File: src/rtl/ibex_cap_pkg.sv
// Shared types and helpers for the capability-tagged fetch FIFO.
// Addresses carry the PC in [PC_W-1:0] and capability metadata above it.
package ibex_cap_pkg;

    localparam int unsigned CAP_W = 93;
    localparam int unsigned PC_W  = 32;

    typedef struct packed {
        logic [CAP_W-1:0] addr;
        logic [31:0]      rdata;
        logic             err;
    } fifo_entry_t;

    // Any encoding other than 2'b11 in the low two bits is a 16-bit instruction.
    function automatic logic is_compressed(input logic [1:0] low_bits);
        return low_bits != 2'b11;
    endfunction

endpackage

File: src/rtl/ibex_fetch_aligner.sv
// Combinational head/second word selection and halfword realignment for the fetch FIFO.
// Produces the instruction, its address, and the valid/error/compressed flags.
module ibex_fetch_aligner
    import ibex_cap_pkg::*;
#(
    parameter int unsigned ADDR_W = CAP_W
) (
    input  logic [1:0]        stored_valid,
    input  logic [ADDR_W-1:0] stored_addr,
    input  logic [31:0]       stored_head,
    input  logic [15:0]       stored_second_lo,
    input  logic [1:0]        stored_err,
    input  logic              in_valid,
    input  logic [ADDR_W-1:0] in_addr,
    input  logic [31:0]       in_rdata,
    input  logic              in_err,
    output logic              out_valid,
    output logic [ADDR_W-1:0] out_addr,
    output logic [31:0]       out_rdata,
    output logic              out_err,
    output logic              out_compressed,
    output logic              out_valid_stored
);

    logic        head_valid;
    logic [31:0] head_rdata;
    logic        head_err;
    logic [15:0] second_lo;
    logic        second_err;
    logic        unaligned;

    // An empty head slot passes the incoming word straight through.
    assign head_valid = stored_valid[0] | in_valid;
    assign head_rdata = stored_valid[0] ? stored_head : in_rdata;
    assign head_err   = stored_valid[0] ? stored_err[0] : (in_valid & in_err);
    assign out_addr   = stored_valid[0] ? stored_addr : in_addr;

    assign second_lo  = stored_valid[1] ? stored_second_lo : in_rdata[15:0];
    assign second_err = stored_valid[1] ? stored_err[1]
                                        : (stored_valid[0] & in_valid & in_err);

    assign unaligned  = out_addr[1];

    always_comb begin
        // NOTE: every output gets a default before the branches, so no path leaves one unassigned and no latch is inferred.
        out_rdata = head_rdata;
        out_valid = head_valid;
        out_err   = head_err;
        if (unaligned) begin
            if (is_compressed(head_rdata[17:16])) begin
                out_rdata = {16'b0, head_rdata[31:16]};
            end else begin
                // A faulting head is delivered without waiting for the second half.
                out_rdata = {second_lo, head_rdata[31:16]};
                out_valid = stored_valid[1] | (stored_valid[0] & in_valid) |
                            (head_valid & head_err);
                out_err   = head_err | second_err;
            end
        end
    end

    assign out_compressed = is_compressed(out_rdata[1:0]);

    always_comb begin
        out_valid_stored = stored_valid[0];
        if (stored_addr[1] && !is_compressed(stored_head[17:16])) begin
            out_valid_stored = stored_valid[1] | (stored_valid[0] & stored_err[0]);
        end
    end

endmodule

File: src/rtl/ibex_cap_fetch_fifo.sv
// Fetch FIFO between the instruction-memory interface and IF, with halfword realignment.
// The PC in [31:0] advances by 2 or 4; capability metadata above it is carried unchanged.
module ibex_cap_fetch_fifo
    import ibex_cap_pkg::*;
#(
    parameter int unsigned       DEPTH      = 3,
    parameter int unsigned       ADDR_W     = CAP_W,
    parameter logic [ADDR_W-1:0] RESET_ADDR = '0
) (
    input  logic              clk_i,
    input  logic              rst_ni,
    input  logic              clear_i,
    input  logic [ADDR_W-1:0] in_addr_i,
    input  logic [31:0]       in_rdata_i,
    input  logic              in_err_i,
    input  logic              in_valid_i,
    output logic              in_ready_o,
    output logic              out_valid_o,
    input  logic              out_ready_i,
    output logic [31:0]       out_rdata_o,
    output logic [ADDR_W-1:0] out_addr_o,
    output logic              out_err_o,
    output logic              out_is_compressed_o,
    output logic              out_valid_stored_o
);

    logic [DEPTH-1:0]  valid_q, valid_d;
    logic [DEPTH-1:0]  err_q, err_d;
    logic [ADDR_W-1:0] addr_q  [DEPTH];
    logic [ADDR_W-1:0] addr_d  [DEPTH];
    logic [31:0]       rdata_q [DEPTH];
    logic [31:0]       rdata_d [DEPTH];

    logic              deq;
    logic              pop;
    logic              placed;
    logic [PC_W-1:0]   pc_next;

    ibex_fetch_aligner #(
        .ADDR_W (ADDR_W)
    ) u_aligner (
        .stored_valid     (valid_q[1:0]),
        .stored_addr      (addr_q[0]),
        .stored_head      (rdata_q[0]),
        .stored_second_lo (rdata_q[1][15:0]),
        .stored_err       (err_q[1:0]),
        .in_valid         (in_valid_i),
        .in_addr          (in_addr_i),
        .in_rdata         (in_rdata_i),
        .in_err           (in_err_i),
        .out_valid        (out_valid_o),
        .out_addr         (out_addr_o),
        .out_rdata        (out_rdata_o),
        .out_err          (out_err_o),
        .out_compressed   (out_is_compressed_o),
        .out_valid_stored (out_valid_stored_o)
    );

    // One slot of slack covers a request already issued to memory.
    assign in_ready_o = ~valid_q[DEPTH-2];

    assign deq     = out_valid_o & out_ready_i & ~clear_i;
    // An aligned compressed instruction leaves its upper half in the head word.
    assign pop     = deq & (out_addr_o[1] | ~out_is_compressed_o);
    assign pc_next = out_addr_o[PC_W-1:0] + (out_is_compressed_o ? PC_W'(2) : PC_W'(4));

    always_comb begin
        valid_d = valid_q;
        err_d   = err_q;
        addr_d  = addr_q;
        rdata_d = rdata_q;
        placed  = 1'b0;
        if (clear_i) begin
            valid_d = '0;
        end else begin
            // Enqueue first so a word consumed on arrival is shifted straight out.
            if (in_valid_i) begin
                for (int i = 0; i < DEPTH; i++) begin
                    if (!valid_d[i] && !placed) begin
                        valid_d[i] = 1'b1;
                        addr_d[i]  = in_addr_i;
                        rdata_d[i] = in_rdata_i;
                        err_d[i]   = in_err_i;
                        placed     = 1'b1;
                    end
                end
            end
            if (pop) begin
                for (int i = 0; i < DEPTH - 1; i++) begin
                    valid_d[i] = valid_d[i+1];
                    addr_d[i]  = addr_d[i+1];
                    rdata_d[i] = rdata_d[i+1];
                    err_d[i]   = err_d[i+1];
                end
                valid_d[DEPTH-1] = 1'b0;
                addr_d[DEPTH-1]  = '0;
                rdata_d[DEPTH-1] = '0;
                err_d[DEPTH-1]   = 1'b0;
            end
            if (deq) begin
                addr_d[0]             = out_addr_o;
                addr_d[0][PC_W-1:0]   = pc_next;
            end
        end
    end

    always_ff @(posedge clk_i or negedge rst_ni) begin
        if (!rst_ni) begin
            valid_q <= '0;
            err_q   <= '0;
            // NOTE: the storage array is reset too, so stored addresses start at RESET_ADDR rather than X.
            for (int i = 0; i < DEPTH; i++) begin
                addr_q[i]  <= RESET_ADDR;
                rdata_q[i] <= '0;
            end
        end else begin
            // NOTE: non-blocking assignments so every flop samples the pre-edge state.
            valid_q <= valid_d;
            err_q   <= err_d;
            addr_q  <= addr_d;
            rdata_q <= rdata_d;
        end
    end

endmodule

File: config.mk
export PLATFORM = sky130hd
export DESIGN_NAME = ibex_cap_fetch_fifo
export DESIGN_NICKNAME = d
export VERILOG_FILES = /design/src/rtl/ibex_cap_pkg.sv /design/src/rtl/ibex_fetch_aligner.sv /design/src/rtl/ibex_cap_fetch_fifo.sv
export SDC_FILE = /design/constraint.sdc
export NUM_CORES = 1
export LEC_CHECK = 0
export ABC_AREA = 1
export CELL_PAD_IN_SITES_DETAIL_PLACEMENT = 0
export CELL_PAD_IN_SITES_GLOBAL_PLACEMENT = 1
export CORE_UTILIZATION = 35
export CTS_BUF_LIST = sky130_fd_sc_hd__clkbuf_16
export CTS_CLUSTER_DIAMETER = 200
export DETAILED_ROUTE_END_ITERATION = 10
export PLACE_DENSITY = 0.84
export SKIP_CTS_REPAIR_TIMING = 1
export SYNTH_ARGS = -nofsm -noshare
export SYNTH_HDL_FRONTEND = slang
export SYNTH_SLANG_ARGS = --single-unit
File: constraint.sdc
create_clock -name clk_i -period 4.3 [get_ports clk_i]
set_input_delay 1.075 -clock clk_i [delete_from_list [all_inputs] [get_ports clk_i]]
set_output_delay 1.075 -clock clk_i [all_outputs]
set_load 0.01 [all_outputs]
* After elaboration in Yosys (flattened, before gate mapping) *
Cells that the tools add are included.

word-level totals
  register bits after elaboration = 381
  input port bits = 131
  output and inout bits = 130
  word-level logic and storage cells = 87

cells by class
  add/sub/neg operators = 1
  eq/ne operators = 5
  muxes and demuxes = 39
  bitwise logic cells = 17
  reductions and logical operators = 15

operators by type and width
  cell                                                   number
  2-to-1 mux 279 bit                                     2
  2-to-1 mux 93 bit                                      4
  2-to-1 mux 96 bit                                      2
  2-to-1 mux 32 bit                                      5
  adder 32 x 3 -> 32 bit                                 1
  2-to-1 mux 1 bit                                       19
  2-to-1 mux 3 bit                                       6
  2-to-1 mux 16 bit                                      1
  AND 1 bit                                              8
  inequality test 2 bit, second input constant           3
  OR 1 bit                                               6
  AND reduction 2 bit                                    3
  nonzero test 3 bit                                     2
  zero test 1 bit                                        5
  logical AND 1 bit                                      3
  inequality test 3 x 2 -> 1 bit, second input constant  1
  NOT 1 bit                                              3
  AND reduction 3 bit                                    1
  inequality test 2 x 1 -> 1 bit, second input constant  1
  nonzero test 2 bit                                     1

* Depth between registers and ports, before layout *
  depth in word-level cells = 14
  gate-level depth with buffers = 24

* By module *
Synthesis repeated with hierarchy kept, for this count alone.

second synthesis, totals
  cell total of the unflattened synthesis = 2028
  area total of the unflattened synthesis = 13391.6 µm²

modules (own cells, without submodules)
  module               times used  cells an instance  area an instance (µm²)
  ibex_cap_fetch_fifo  1           1494               11106.9
  ibex_fetch_aligner   1           534                2284.7

* Least setup slack after synthesis *
OpenSTA, ideal clock, no wires.

  path type = input to register
  start = in in_addr_i[1]
  end = reg addr_q[213] (netlist name)
  library setup time = 0.118 ns
  arrival time = 3.531 ns
  required time = 4.182 ns
  path slack = 0.651 ns
  cell stages on the path = 17
  buffers on the path = 0
  path through = nand2_1 -> nand2_1 -> clkinv_1 -> nand2_1 -> o21ai_0 -> nand2_1 -> ha_1 -> inv_1 -> fa_1 -> inv_1 -> nand3_1 -> nor2_1 -> nand3_1 -> nor3_2 -> nand4_1 -> nand3_1 -> nand2_1

on the way
  cells in the longest elaborated chain, start to end = 8

RTL lines
  item                                                                            RTL line                    text
  from (decl)                                                                     ibex_cap_fetch_fifo.sv:13   input logic [ADDR_W-1:0] in_addr_i,
  2-to-1 mux 93 bit *                                                             n/a
  2-to-1 mux 32 bit *                                                             ibex_fetch_aligner.sv:49    if (unaligned) begin
  net out_rdata_o[1]                                                              ibex_cap_fetch_fifo.sv:20   output logic [31:0] out_rdata_o,
  inequality test 2 bit *                                                         ibex_cap_pkg.sv:16          return low_bits != 2'b11;
  net out_is_compressed_o                                                         ibex_cap_fetch_fifo.sv:23   output logic out_is_compressed_o,
  parallel branches: the longest is 5 deep, another holds adder 32 x 3 -> 32 bit  n/a
  to (signal assigned)                                                            ibex_cap_fetch_fifo.sv:120  addr_q <= addr_d;
  to (decl)                                                                       ibex_cap_fetch_fifo.sv:29   logic [ADDR_W-1:0] addr_q [DEPTH];

Mark *: on every way through the listed nets, which the timed path passes.
A chain may end at the register's enable or synchronous reset.

* Worst setup path in the final report *
  start = in in_addr_i[1]
  end = out out_rdata_o[28]

on the way
  cells in the longest elaborated chain, start to end = 2

RTL lines
  item               RTL line
  2-to-1 mux 93 bit  n/a
  2-to-1 mux 32 bit  ibex_fetch_aligner.sv:49
  to (decl)          ibex_cap_fetch_fifo.sv:20

No other way between the ends.

==> results.txt <==
- The highest metal layer carrying signal wires in the routed design is met4.
- 261 I/O pins were placed.
* CTS buffer count: 17
- Mean cell area of the mapped netlist: 6.790 µm²
- H-tree depth reported by CTS: 4
- In the final layout, the share of cells above drive strength 1 is 0.07376.
- The number of failing hold endpoints at the final stage came to 0.
- Clock skew on the completed layout was measured at 0.01050 ns.
- Number of clock sinks seen by CTS: 197
* DRT antenna net count: 0
- The initial antenna violation count came to 3.
* Actual transition at the worst max-transition pin: 0.8894 ns
* Starting Density: 0.3564
* I/O Buffers: 260
- The wire-length estimate of the detail-placed layout is 28090 µm.
- Min setup slack post-route: 0.1612 ns
* Post-Synthesis Cell Area: 12310 µm²
- Area enclosed by the die boundary: 35930 µm²
* Total iterations of the first detailed-routing run: 5
* Number of flip-flops and latches in the synthesized netlist: 197
- Setup repair after global routing left no endpoint under its margin.
* Largest delay contributor family on the critical path: buffers and inverters
- Number of filler cells placed in the layout: 3571
- Met1 wire length: 18260 µm
- Seq/Total Area, Yosys: 0.4004
- The worst setup path is launched from an input pin.
* Last weighted congestion value of the routability-driven placer: 0.8705
- Along the worst path, the maximum fanout reaches 14.
* Worst stage delay on the critical path: 0.57 ns
* Avg WL per Cell: 16.52 µm
- Setup violations remaining at the end of the flow were counted as 0.
- The first global-routing pass estimated 65440 µm of wire.
- Counting flops with a built-in enable in the synthesized netlist gives 0.
- VDD IR max: 0.2794 mV
- Clock latency on the worst-skew pair: 0.45 ns
* Floorplan die width: 189.5 µm
- The total area inside the core boundary comes to 34540 µm².
- TritonCTS built the clock tree.
- Setup total negative slack: 0 ns
- All-layer global routing usage: 0.2297
* Count of unique library cells instantiated by Yosys: 43
- The worst pin sits at a relative slew slack of 0.4071.
* Ys async rst share: 1.000
- When the netlist entered floorplanning its net count stood at 1948.
- Metal2 WL: 19260 µm
- Subtracting the final worst setup slack from the clock period gives 4.139 ns.
- Entering global routing, the biggest net connects 137 pins.
* Final #Nets: 2142
* Endpoint type of the worst setup path: output port
- Timing-limited maximum frequency: 0.2416 GHz
* Status: finished clean
- Max-capacitance violation count: 0
- Together, buffers and inverters on the worst path number 4.
- Synthesis Warnings: 0
- Post-route DRC: 0
- The cell count after synthesis came out at 1813.
- CTS placed an instance of sky130_fd_sc_hd__clkbuf_16 at the clock tree root.
* Cell Pwr Density: 524.1 nW/µm²
- Min Hold Slack: 0.4738 ns
- Met3 wire len: 2613 µm
* Post-DR vias/cell: 5.057
* Number of design-rule violations left by the first detailed-router iteration: 876
- Counting along the longest clock path gives a buffer depth of 2.
- For the worst setup path, the data required time is 3.22 ns.
* Main synth FF type: sky130_fd_sc_hd__dfrtp_1
- Worst setup path category: input pin to output port
- Reg clk slew, reported paths: 0.07 ns
* Syn-to-layout area delta: 29.73%
- Overall overflow remaining after global route: 0
- CP cell instances: clkdlybuf4s50_1 > nand2_1 > nand2_1 > buf_4 > nand3_4 > buf_12 > o22ai_1 > clkdlybuf4s50_1
- Static leakage power: 7.470 nW
* Final Max Tran Viols: 0
* Hold/Removal Path Class: flip-flop to flip-flop
- At the worst endpoint, the arrival time is 3.06 ns.
- Row count: 68
- Vias: 12532
- Max stage delay cell, worst path: sky130_fd_sc_hd__clkdlybuf4s50_1
* Final period utilization: 0.9625
* Sum of routed wire length over all layers: 40930 µm
* DIE HEIGHT: 189.5 µm
- At the placement stage, the worst setup path has a slack of 0.04757 ns.
* Via count of the first global-routing pass: 12038
==> cell families (layout without fill, tap and decap cells) <==
group,Yosys count,in the layout,synth area share
AOI/OAI and AO/OA,456,456,0.2038
other,0,3,0
and+or+nand+nor,794,794,0.2625
buffers and inverters,352,559,0.1208
xor gates and xnor gates,4,4,0.002846
adders and majority gates,4,4,0.004676
muxes,6,6,0.004879
DFF,197,197,0.4004
==> metrics by stage <==
step	cell area, µm²	total power, mW	util	instances
4_1_cts	15960	8.419	0.4620	2475
3_3_place_gp	15320	6.538	0.4435	2443
2_1_floorplan	12310	4.961	-	1813
5_1_grt	15970	8.985	0.4622	2476
6_report	15970	8.370	0.4623	2478
3_5_place_dp	15320	6.618	0.4435	2443
==> layout make-up <==
| cell class | instances | area, µm² | area share |
|---|---|---|---|
| Sequential cell | 197 | 4933 | 0.3089 |
| Antenna cell | 3 | 7.507 | 0.0004701 |
| Clock buffer | 17 | 425.4 | 0.02664 |
| Inverter | 213 | 802.0 | 0.05022 |
| Multi-Input combinational cell | 1264 | 5908 | 0.3699 |
| Clock inverter | 15 | 214.0 | 0.01340 |
| Tap cell | 455 | 569.3 | 0.03565 |
| Timing Repair Buffer | 314 | 3110 | 0.1948 |
==> cell usage in the layout (no fill, tap or decap), types with 8 or more instances in the layout <==
cell type	instances
sky130_fd_sc_hd__o21ai_1	19
sky130_fd_sc_hd__clkbuf_16	17
sky130_fd_sc_hd__o21ai_0	290
sky130_fd_sc_hd__nand3_1	46
sky130_fd_sc_hd__a21oi_1	69
sky130_fd_sc_hd__nand4_1	10
sky130_fd_sc_hd__clkdlybuf4s50_1	258
sky130_fd_sc_hd__a22o_1	33
sky130_fd_sc_hd__nor2_1	109
sky130_fd_sc_hd__inv_1	205
sky130_fd_sc_hd__dfrtp_1	196
sky130_fd_sc_hd__nand2_1	576
sky130_fd_sc_hd__o22ai_1	17
sky130_fd_sc_hd__or2_2	32
sky130_fd_sc_hd__buf_4	45
sky130_fd_sc_hd__buf_12	8
==> synth_stat cells (5+ instances only) <==
| library cell | instances | area (µm²) |
|---|---|---|
| sky130_fd_sc_hd__a21oi_1 | 69 | 345.3 |
| sky130_fd_sc_hd__a22o_1 | 33 | 289.0 |
| sky130_fd_sc_hd__buf_1 | 5 | 18.77 |
| sky130_fd_sc_hd__buf_2 | 49 | 245.2 |
| sky130_fd_sc_hd__buf_4 | 5 | 37.54 |
| sky130_fd_sc_hd__buf_6 | 11 | 123.9 |
| sky130_fd_sc_hd__clkbuf_1 | 68 | 255.2 |
| sky130_fd_sc_hd__dfrtp_1 | 197 | 4930 |
| sky130_fd_sc_hd__inv_1 | 205 | 769.5 |
| sky130_fd_sc_hd__mux2i_1 | 6 | 60.06 |
| sky130_fd_sc_hd__nand2_1 | 577 | 2166 |
| sky130_fd_sc_hd__nand3_1 | 46 | 230.2 |
| sky130_fd_sc_hd__nand4_1 | 10 | 62.56 |
| sky130_fd_sc_hd__nor2_1 | 110 | 412.9 |
| sky130_fd_sc_hd__o21ai_0 | 291 | 1456 |
| sky130_fd_sc_hd__o21ai_1 | 18 | 90.09 |
| sky130_fd_sc_hd__o21ai_2 | 7 | 61.31 |
| sky130_fd_sc_hd__o22ai_1 | 17 | 106.4 |
| sky130_fd_sc_hd__o31ai_1 | 6 | 45.04 |
| sky130_fd_sc_hd__or2_2 | 32 | 200.2 |
==> final timing paths <==
path / start / to / slack (ns) / cells after the start
worst min-delay path: addr_q[223] / addr_q[223] / 0.47 / 2
worst max-delay path: in_addr_i[1] / out_rdata_o[28] / 0.16 / 8
worst min register to register: addr_q[223] / addr_q[223] / 0.47 / 2
max in group asynchronous: rst_ni / addr_q[267] / 2.59 / 2
min in group asynchronous: rst_ni / addr_q[198] / 0.69 / 1
worst max register to register: valid_q[0] / addr_q[209] / 0.75 / 19
==> registers in the layout, summed over array words and instances (netlist names) <==
| signal | flops |
|---|---|
| valid_q | 3 |
| err_q | 3 |
| rdata_q | 96 |
| addr_q | 95 |
==> routing by layer <==
metal | GRT usage | vias up
met5 | 0 | -
met4 | 0.06793 | 0
met3 | 0.03560 | 42
met2 | 0.3859 | 449
met1 | 0.3039 | 5897
li1 | - | 6144
==> power breakdown <==
group,switching (mW),internal [mW],total (mW)
clock,0.825,0.947,1.77
combinational,2.12,1.64,3.76
sequential,0.340,2.50,2.84
==> worst min-delay path: stages, from the launching register on <==
cell,delay [ns]
sky130_fd_sc_hd__dfrtp_1,0.34
sky130_fd_sc_hd__nand2_1,0.05
sky130_fd_sc_hd__nand2_1,0.05
(Power assumes the default switching activity.)
